File: src/rtl/multicycle_control_fsm.sv
// Multi-cycle RV32I sequencer (IF/ID/EX/MEM/WB/HALT); waits in IF/MEM until mem_ready; 3-5 cycles/instr.
// Optional PERF_CNT_EN adds cycle_count/instret counters; outputs forced low while reset is low.
module multicycle_control_fsm #(
  parameter int CNT_WIDTH = 32
) (
  input  logic                 clk,
  input  logic                 reset,
  input  logic [6:0]           opcode,
  input  logic                 mem_ready,
  input  logic                 halt_cond,
  output logic                 pc_write,
  output logic [1:0]           pc_source,
  output logic                 ir_write,
  output logic                 i_or_d,
  output logic                 mem_read,
  output logic                 mem_write,
  output logic                 mem_to_reg,
  output logic                 pc_to_reg,
  output logic                 reg_write,
  output logic                 alu_src_a,
  output logic                 alu_src_b,
  output logic [1:0]           alu_op,
`ifdef PERF_CNT_EN
  output logic [CNT_WIDTH-1:0] cycle_count,
  output logic [CNT_WIDTH-1:0] instret,
`endif
  output logic                 is_halted
);

  typedef enum logic [2:0] {
    S_IF   = 3'd0,
    S_ID   = 3'd1,
    S_EX   = 3'd2,
    S_MEM  = 3'd3,
    S_WB   = 3'd4,
    S_HALT = 3'd5
  } state_t;

  typedef struct packed {
    logic       pc_write;
    logic [1:0] pc_source;
    logic       ir_write;
    logic       i_or_d;
    logic       mem_read;
    logic       mem_write;
    logic       mem_to_reg;
    logic       pc_to_reg;
    logic       reg_write;
    logic       alu_src_a;
    logic       alu_src_b;
    logic [1:0] alu_op;
    logic       is_halted;
  } ctrl_t;

  localparam logic [6:0] OP_R      = 7'b0110011;
  localparam logic [6:0] OP_I      = 7'b0010011;
  localparam logic [6:0] OP_LOAD   = 7'b0000011;
  localparam logic [6:0] OP_STORE  = 7'b0100011;
  localparam logic [6:0] OP_BRANCH = 7'b1100011;
  localparam logic [6:0] OP_JAL    = 7'b1101111;
  localparam logic [6:0] OP_JALR   = 7'b1100111;
  localparam logic [6:0] OP_ECALL  = 7'b1110011;
  localparam logic [6:0] OP_ZERO   = 7'b0000000;

  localparam logic [1:0] PC_PLUS4  = 2'd0;
  localparam logic [1:0] PC_ALUOUT = 2'd1;
  localparam logic [1:0] PC_JALR   = 2'd2;
  localparam logic [1:0] PC_BRANCH = 2'd3;

  localparam logic [1:0] ALU_ADD   = 2'd0;
  localparam logic [1:0] ALU_CMP   = 2'd1;
  localparam logic [1:0] ALU_FUNCT = 2'd2;

  state_t state;
  state_t next_state;
  ctrl_t  ctrl;
  logic   is_load;

  assign is_load = (opcode == OP_LOAD);

  always_ff @(posedge clk) begin
    if (!reset) state <= S_IF;
    else        state <= next_state;
  end

  always_comb begin
    next_state = state;
    case (state)
      S_IF:   if (mem_ready) next_state = S_ID;
      S_ID:   next_state = S_EX;
      S_EX: begin
        case (opcode)
          OP_R, OP_I:          next_state = S_WB;
          OP_LOAD, OP_STORE:   next_state = S_MEM;
          OP_ECALL, OP_ZERO:   next_state = halt_cond ? S_HALT : S_IF;
          default:             next_state = S_IF;
        endcase
      end
      // Only LOAD and STORE reach MEM, so anything not a load is the store path.
      S_MEM:  if (mem_ready) next_state = is_load ? S_WB : S_IF;
      S_WB:   next_state = S_IF;
      S_HALT: next_state = S_HALT;
      default: next_state = S_IF;
    endcase
  end

  always_comb begin
    ctrl = '0;
    if (reset) begin
      case (state)
        S_IF: begin
          ctrl.mem_read = 1'b1;
          ctrl.ir_write = mem_ready;
        end
        S_ID: begin
          ctrl.alu_src_b = 1'b1;
          ctrl.alu_op    = ALU_ADD;
        end
        S_EX: begin
          case (opcode)
            OP_R: begin
              ctrl.alu_src_a = 1'b1;
              ctrl.alu_op    = ALU_FUNCT;
            end
            OP_I: begin
              ctrl.alu_src_a = 1'b1;
              ctrl.alu_src_b = 1'b1;
              ctrl.alu_op    = ALU_FUNCT;
            end
            OP_LOAD, OP_STORE: begin
              ctrl.alu_src_a = 1'b1;
              ctrl.alu_src_b = 1'b1;
              ctrl.alu_op    = ALU_ADD;
            end
            OP_BRANCH: begin
              ctrl.alu_src_a = 1'b1;
              ctrl.alu_op    = ALU_CMP;
              ctrl.pc_write  = 1'b1;
              ctrl.pc_source = PC_BRANCH;
            end
            OP_JAL: begin
              ctrl.pc_write  = 1'b1;
              ctrl.pc_source = PC_ALUOUT;
              ctrl.reg_write = 1'b1;
              ctrl.pc_to_reg = 1'b1;
            end
            OP_JALR: begin
              ctrl.alu_src_a = 1'b1;
              ctrl.alu_src_b = 1'b1;
              ctrl.alu_op    = ALU_ADD;
              ctrl.pc_write  = 1'b1;
              ctrl.pc_source = PC_JALR;
              ctrl.reg_write = 1'b1;
              ctrl.pc_to_reg = 1'b1;
            end
            OP_ECALL, OP_ZERO: begin
              ctrl.pc_write  = ~halt_cond;
              ctrl.pc_source = PC_PLUS4;
            end
            default: begin
              ctrl.pc_write  = 1'b1;
              ctrl.pc_source = PC_PLUS4;
            end
          endcase
        end
        S_MEM: begin
          ctrl.i_or_d    = 1'b1;
          ctrl.mem_read  = is_load;
          ctrl.mem_write = ~is_load;
          ctrl.pc_write  = ~is_load & mem_ready;
          ctrl.pc_source = PC_PLUS4;
        end
        S_WB: begin
          ctrl.reg_write  = 1'b1;
          ctrl.mem_to_reg = is_load;
          ctrl.pc_write   = 1'b1;
          ctrl.pc_source  = PC_PLUS4;
        end
        S_HALT:  ctrl.is_halted = 1'b1;
        default: ctrl = '0;
      endcase
    end
  end

  assign pc_write   = ctrl.pc_write;
  assign pc_source  = ctrl.pc_source;
  assign ir_write   = ctrl.ir_write;
  assign i_or_d     = ctrl.i_or_d;
  assign mem_read   = ctrl.mem_read;
  assign mem_write  = ctrl.mem_write;
  assign mem_to_reg = ctrl.mem_to_reg;
  assign pc_to_reg  = ctrl.pc_to_reg;
  assign reg_write  = ctrl.reg_write;
  assign alu_src_a  = ctrl.alu_src_a;
  assign alu_src_b  = ctrl.alu_src_b;
  assign alu_op     = ctrl.alu_op;
  assign is_halted  = ctrl.is_halted;

`ifdef PERF_CNT_EN
  // pc_write fires exactly once per retired instruction, so it doubles as the retire strobe.
  always_ff @(posedge clk) begin
    if (!reset) begin
      cycle_count <= '0;
      instret     <= '0;
    end else begin
      if (state != S_HALT) cycle_count <= cycle_count + 1'b1;
      if (ctrl.pc_write)   instret     <= instret + 1'b1;
    end
  end
`else
  logic [CNT_WIDTH-1:0] unused_cnt_width;
  assign unused_cnt_width = '0;
`endif

endmodule
File: config.mk
export PLATFORM = sky130hd
export DESIGN_NAME = multicycle_control_fsm
export DESIGN_NICKNAME = d
export VERILOG_FILES = /design/src/rtl/multicycle_control_fsm.sv
export SDC_FILE = /design/constraint.sdc
export NUM_CORES = 1
export LEC_CHECK = 0
export CORE_AREA = 2 2 39 41
export CTS_CLUSTER_DIAMETER = 200
export DETAILED_ROUTE_END_ITERATION = 16
export DIE_AREA = 0 0 41 43
export GPL_ROUTABILITY_DRIVEN = 0
export PLACE_DENSITY = 0.86
export SETUP_SLACK_MARGIN = 0.02
export SLEW_MARGIN = 10
export SYNTH_ARGS = -nofsm -noshare
export SYNTH_HDL_FRONTEND = slang
export SYNTH_SLANG_ARGS = --single-unit
File: constraint.sdc
create_clock -name clk -period 4.4 [get_ports clk]
set_input_delay 0.44 -clock clk [delete_from_list [all_inputs] [get_ports clk]]
set_output_delay 0.44 -clock clk [all_outputs]
set_load 0.02 [all_outputs]
==> flow_metrics.tcl, run 1 <==
set metrics [dict create \
    postCtsSetupBuffers 0 \
    pwr-share-clk_pct 39.3 \
    grt_pass1_vias 565 \
    grt_pass1_wl_um 2240 \
    cts_hold_buf 0 \
    dieHeight_um 43 \
    cts_resized 0 \
    ios 26 \
    clock_skew_ns 0.000574 \
    synth_commonest_cells "14 x nor2_1, 9 x nand2_1, 6 x a21oi_1, 6 x nand2b_1, 5 x nor3_1" \
    initial_core_util_pct 35.3 \
    synth-xor-area-share_pct 1.79 \
    critPathRequiredTime_ns 3.96 \
    critPathKind "primary input to output port" \
    synth_adder_area_share_pct 0 \
    fmax_mhz 315 \
    synth-compound-area-share_pct 26.7 \
    cp_top_family "buffers and inverters" \
    ir_drop_uv 62.2 \
    synth.distinct_cells 31 \
    diodes 0 \
    worst_setup_path_start_kind "primary input" \
    wl_per_cell_um 11.6 \
    cp_cell_sequence "clkdlybuf4s50_1, or4_4, nor4_2, o21ai_1, a32o_1, clkdlybuf4s50_1" \
    postRouteAntennaNets 0 \
    worst-path-buf-inv 2 \
    die_w_um 41 \
    drv_cap 0 \
    gr-usage-all-layers_pct 17.5 \
    synth_top_family_by_area "simple AND/OR/NAND/NOR gates" \
    busiest_layer "met2" \
    finalHoldViolCount 0 \
    yosysTopAreaCellShare_pct 12.3 \
    preCtsSetupSlack_ns 1.24 \
    grt_overflow 0 \
    worstHoldPathType "flip-flop to flip-flop" \
    multi_input_comb_area_um2 385 \
    cts_root_buffer "clkbuf_4" \
    vias_per_cell 5.48 \
    grtUsageMet3_pct 0 \
    fp-row-count 14 \
    rsz0062_at_grt "false" \
    yosysWarnings 0 \
    antenna_found_initial 0 \
    p_leak_nw 0.253 \
    fin_crit_sh_pct 72.1 \
    top_register "state" \
    top_regs "state: 3 flops" \
    seqPwrFrac_pct 26.4 \
    worstPathArrival_ns 2.73 \
    clk_pin_slew_ns 0.04 \
    yosys.area_share.simple_pct 50.5 \
    synth-edff-count 0 \
    yosys.area.top_type "dfxtp_1" \
    crit_path_frequent_cell "clkdlybuf4s50_1" \
    worstMarginPinSlew_ns 0.434 \
    crit_fanout 9 \
    synthFlopType "dfxtp_1" \
    clock-sinks 3 \
    fin_ws_ns 1.23 \
    via_count 647 \
    cts_tree "done" \
    synth_mux_area_share_pct 0 \
    portBuffers 25 \
    cts_buffer_depth 2 \
    outcome "completed" \
    insertion_delay_ns 0.23 \
    dr.pass1.iters 4 \
    period_minus_slack_ns 3.17 \
    fin_setup_tns_ns 0 \
    synth_seq_cells 3 \
    slew_viol_final 0 \
    pwr-share-comb_pct 34.2 \
    p_sw_share_pct 31.9 \
    largest_register_ffs 3 \
    grtUsageMet2_pct 28.1 \
    critPathSlowestCell "or4_4" \
    cts_made_buffers 3 \
    synth.area.top_cells "dfxtp_1 12%, nor2_1 11%, nand2b_1 7.7%" \
    grt_start_max_net_pins 14 \
    syn_inst 78 \
    seq_area_frac_synth_pct 12.3 \
    syn_nets 89 \
    use_met1_pct 23.1 \
    drive_above_1_share_pct 7.84 \
    avgSynthCellArea_um2 6.26 \
    ff_latch_area_um2 60.1 \
    drc 0 \
    core_um2 1380 \
    netlist_area_um2 488 \
    hpwl_um 1070 \
    fin_nets 114 \
    routed_wirelength_um 1370 \
    slew_headroom_pct 70.3 \
    internal-power_w 0.0000820 \
    fill_cells 153 \
    synthMostInstantiatedCell "nor2_1" \
    drt_iter0_drc 12 \
    critPathMaxStageDelay_ns 0.58 \
    setup_viol 0 \
    p_sw_w 0.0000385 \
    p_per_area_nw_per_um2 160 \
    endpoint_kind "output port" \
    htree_levels 1 \
    ys_async_sr_fraction_pct 0 \
    die_area_um2 1760 \
    synthToLayoutAreaGrowth_pct 54.4 \
]
==> cells in the final DEF, fill, tap and decap left out <==
cell type,instances
inv_1,3
nand2b_1,6
nor4_1,4
o32ai_1,1
o21ai_1,1
o21ai_0,3
clkbuf_4,3
nand2_2,1
nor4_2,1
or3_4,1
clkbuf_1,1
o2111ai_1,1
or4_4,1
o311a_1,1
a21oi_1,6
a32o_1,1
nor4b_1,1
a21o_1,1
o21ai_2,1
nor3_1,5
and3_1,2
clkdlybuf4s50_1,25
nor2_1,14
nand3_1,2
xor2_1,1
a311oi_1,1
dfxtp_1,3
a22o_1,1
a2111oi_0,1
nand2_1,9
==> layer usage <==
metal	up-vias	part of all wire, %
li1	335	-
met1	298	43
met2	14	54
met3	0	2.9
met4	0	0
met5	-	0
==> power by group through the flow <==
stage	clock network (W)	registers (W)	logic [W]
6_report	0.0000474	0.0000318	0.0000412
3_5_place_dp	0	0.0000322	0.0000410
4_1_cts	0.0000500	0.0000318	0.0000413
3_3_place_gp	0	0.0000321	0.0000400
2_1_floorplan	0	0.0000295	0.0000254
5_1_grt	0.0000525	0.0000322	0.0000452
==> cell type report <==
cell class	count	share of cell area, %
inverters	3	1.50
multi-input cells	67	51.2
repair buffers	25	33.2
well taps	16	2.66
flip-flops and latches	3	7.97
clock buffers	4	3.49
==> tightest hold or removal path: cells and delay by family, from the launching register on <==
family	cells	cell delay, ns
flip-flops	1	0.38
AO/OA/AOI/OAI	2	0.21
==> per-stage QoR <==
step           utilization [%]  instances  power [W]  instance area [µm²]  hold WS (ns)
2_1_floorplan                -         78  0.0000549                  488         0.559
3_3_place_gp              52.5        114  0.0000721                  727         0.610
3_5_place_dp              52.5        114  0.0000732                  727         0.617
4_1_cts                   54.4        118   0.000123                  753         0.634
5_1_grt                   54.4        118   0.000130                  753         0.705
6_report                  54.4        118   0.000120                  753         0.640
==> logic make-up (layout without fill, tap and decap cells) <==
kind of cell / count (synthesis) / in the layout
xor gates and xnor gates: 1 / 1
AOI/OAI and AO/OA: 19 / 19
DFF: 3 / 3
buffers and inverters: 8 / 32
and+or+nand+nor: 47 / 47
==> path summary, 6_finish.rpt <==
path,from,end,slack (ns),cells past startpoint
max,opcode[2],pc_write,1.23,6
min,state[1]$_SDFFE_PN0P_,state[1]$_SDFFE_PN0P_,0.64,2
max reg2reg,state[1]$_SDFFE_PN0P_,state[2]$_SDFFE_PN0P_,3.14,3
min reg2reg,state[1]$_SDFFE_PN0P_,state[1]$_SDFFE_PN0P_,0.64,2
(Power assumes the default switching activity.)
==> inputs of run 2 (changes only) <==
Settings changed: CORE_AREA 2 2 39 41 to unset, CORE_MARGIN set to 1, CORE_UTILIZATION set to 37, DIE_AREA 0 0 41 43 to unset.
Clock period 4.4 ns to 3.1 ns, I/O delays scaled along.
==> flow_metrics.tcl, run 2 (same netlist as run 1, synthesis figures left out) <==
set metrics [dict create \
    grt_pass1_vias 516 \
    die_w_um 38.3 \
    hpwl_um 1030 \
    outcome "completed" \
    vias_per_cell 5.49 \
    fin_crit_sh_pct 92.8 \
    postRouteAntennaNets 0 \
    cts_buffer_depth 2 \
    slew_viol_final 0 \
    clk_pin_slew_ns 0.04 \
    postCtsSetupBuffers 0 \
    p_leak_nw 0.267 \
    largest_register_ffs 3 \
    final_common_cell "clkdlybuf4s50_1" \
    final_cell_mix "25 x clkdlybuf4s50_1, 14 x nor2_1, 9 x nand2_1" \
    cp_cell_sequence "clkdlybuf4s50_1, or4_4, or3_4, nor3_1, clkdlybuf4s50_1" \
    cts_made_buffers 3 \
    worstPathArrival_ns 2.57 \
    critPathRequiredTime_ns 2.79 \
    worstMarginPinSlew_ns 0.474 \
    fin_nets 117 \
    synthToLayoutAreaGrowth_pct 58.5 \
    top_regs "state: 3 flops" \
    cts_tree "done" \
    fp-row-count 12 \
    clock-sinks 3 \
    cts_hold_buf 0 \
    period_minus_slack_ns 2.88 \
    grt_pass1_wl_um 2040 \
    top_register "state" \
    drv_cap 0 \
    gr-usage-all-layers_pct 19.7 \
    die_area_um2 1470 \
    core_um2 1170 \
    total_power_w 0.000179 \
    dr.pass1.iters 4 \
    worst_setup_path_start_kind "primary input" \
    slew_headroom_pct 68.1 \
    finalHoldViolCount 0 \
    wl_per_cell_um 11.1 \
    drc 0 \
    routed_wirelength_um 1320 \
    initial_core_util_pct 41.7 \
    crit_path_frequent_cell "clkdlybuf4s50_1" \
    htree_levels 1 \
    ios 26 \
    rsz0062_at_grt "false" \
    critPathSlowestCell "clkdlybuf4s50_1" \
    via_count 653 \
    critPathKind "primary input to output port" \
    drive_above_1_share_pct 10.5 \
    diodes 0 \
    grt_overflow 0 \
    grt_start_max_net_pins 14 \
    drt_iter0_drc 24 \
    portBuffers 25 \
    endpoint_kind "output port" \
    fin_setup_tns_ns 0 \
    antenna_found_initial 0 \
    cts_resized 0 \
    critPathMaxStageDelay_ns 0.63 \
    setup_viol 0 \
    p_per_area_nw_per_um2 232 \
    clock_skew_ns 0.00681 \
    fmax_mhz 348 \
    crit_fanout 6 \
    dieHeight_um 38.3 \
    ir_drop_uv 125 \
    insertion_delay_ns 0.24 \
    cts_root_buffer "clkbuf_4" \
    worstHoldPathType "flip-flop to flip-flop" \
]
[run 2: metal layers]
layer | routed length (µm) | share of wire, % | track usage (%)
met5 | 0 | 0 | 0
met4 | 16 | 1.2 | 9.82
met3 | 63 | 4.8 | 2.33
met2 | 614 | 47 | 30.9
met1 | 621 | 47 | 26.1
[run 2: where the power goes]
group,internal [W],total (W),switching (W)
combinational,0.0000300,0.0000608,0.0000308
sequential,0.0000405,0.0000450,0.00000444
clock,0.0000485,0.0000733,0.0000248
[run 2: metrics by stage]
step / setup WS [ns] / hold WS [ns] / cell area [µm²] / instances / util, %
floorplan: 1.01 / 0.429 / 488 / 78 / -
global placement: 0.262 / 0.603 / 747 / 115 / 63.8
detailed placement: 0.228 / 0.616 / 747 / 115 / 63.8
CTS: 0.228 / 0.624 / 773 / 119 / 66.0
global route: 0.109 / 0.649 / 773 / 119 / 66.0
finish: 0.224 / 0.630 / 773 / 119 / 66.0
[run 2: final timing paths]
kind                         start                    end  slack (ns)  cells after the start
max                      opcode[6]             mem_to_reg        0.22                      5
min          state[1]$_SDFFE_PN0P_  state[1]$_SDFFE_PN0P_        0.63                      2
max reg2reg  state[1]$_SDFFE_PN0P_  state[2]$_SDFFE_PN0P_        1.88                      3
min reg2reg  state[1]$_SDFFE_PN0P_  state[1]$_SDFFE_PN0P_        0.63                      2
[run 2: final cells by class]
type                    instances  area [µm²]
inverters                       3        11.3
repair buffers                 28         273
fillers                       116         398
multi-input cells              67         385
well taps                      14        17.5
clock buffers                   4        26.3
flip-flops and latches          3        60.1
[run 2: worst max-delay path: cells and delay by family]
kind	cells	cell delay, ns
simple gates	3	1.14
buf+inv	2	1.12
==> inputs of run 3 (changes only) <==
Settings changed: HOLD_SLACK_MARGIN set to 0.1.
==> results of run 3 <==
Final layout, timing and power as in run 2 (identical DEF).
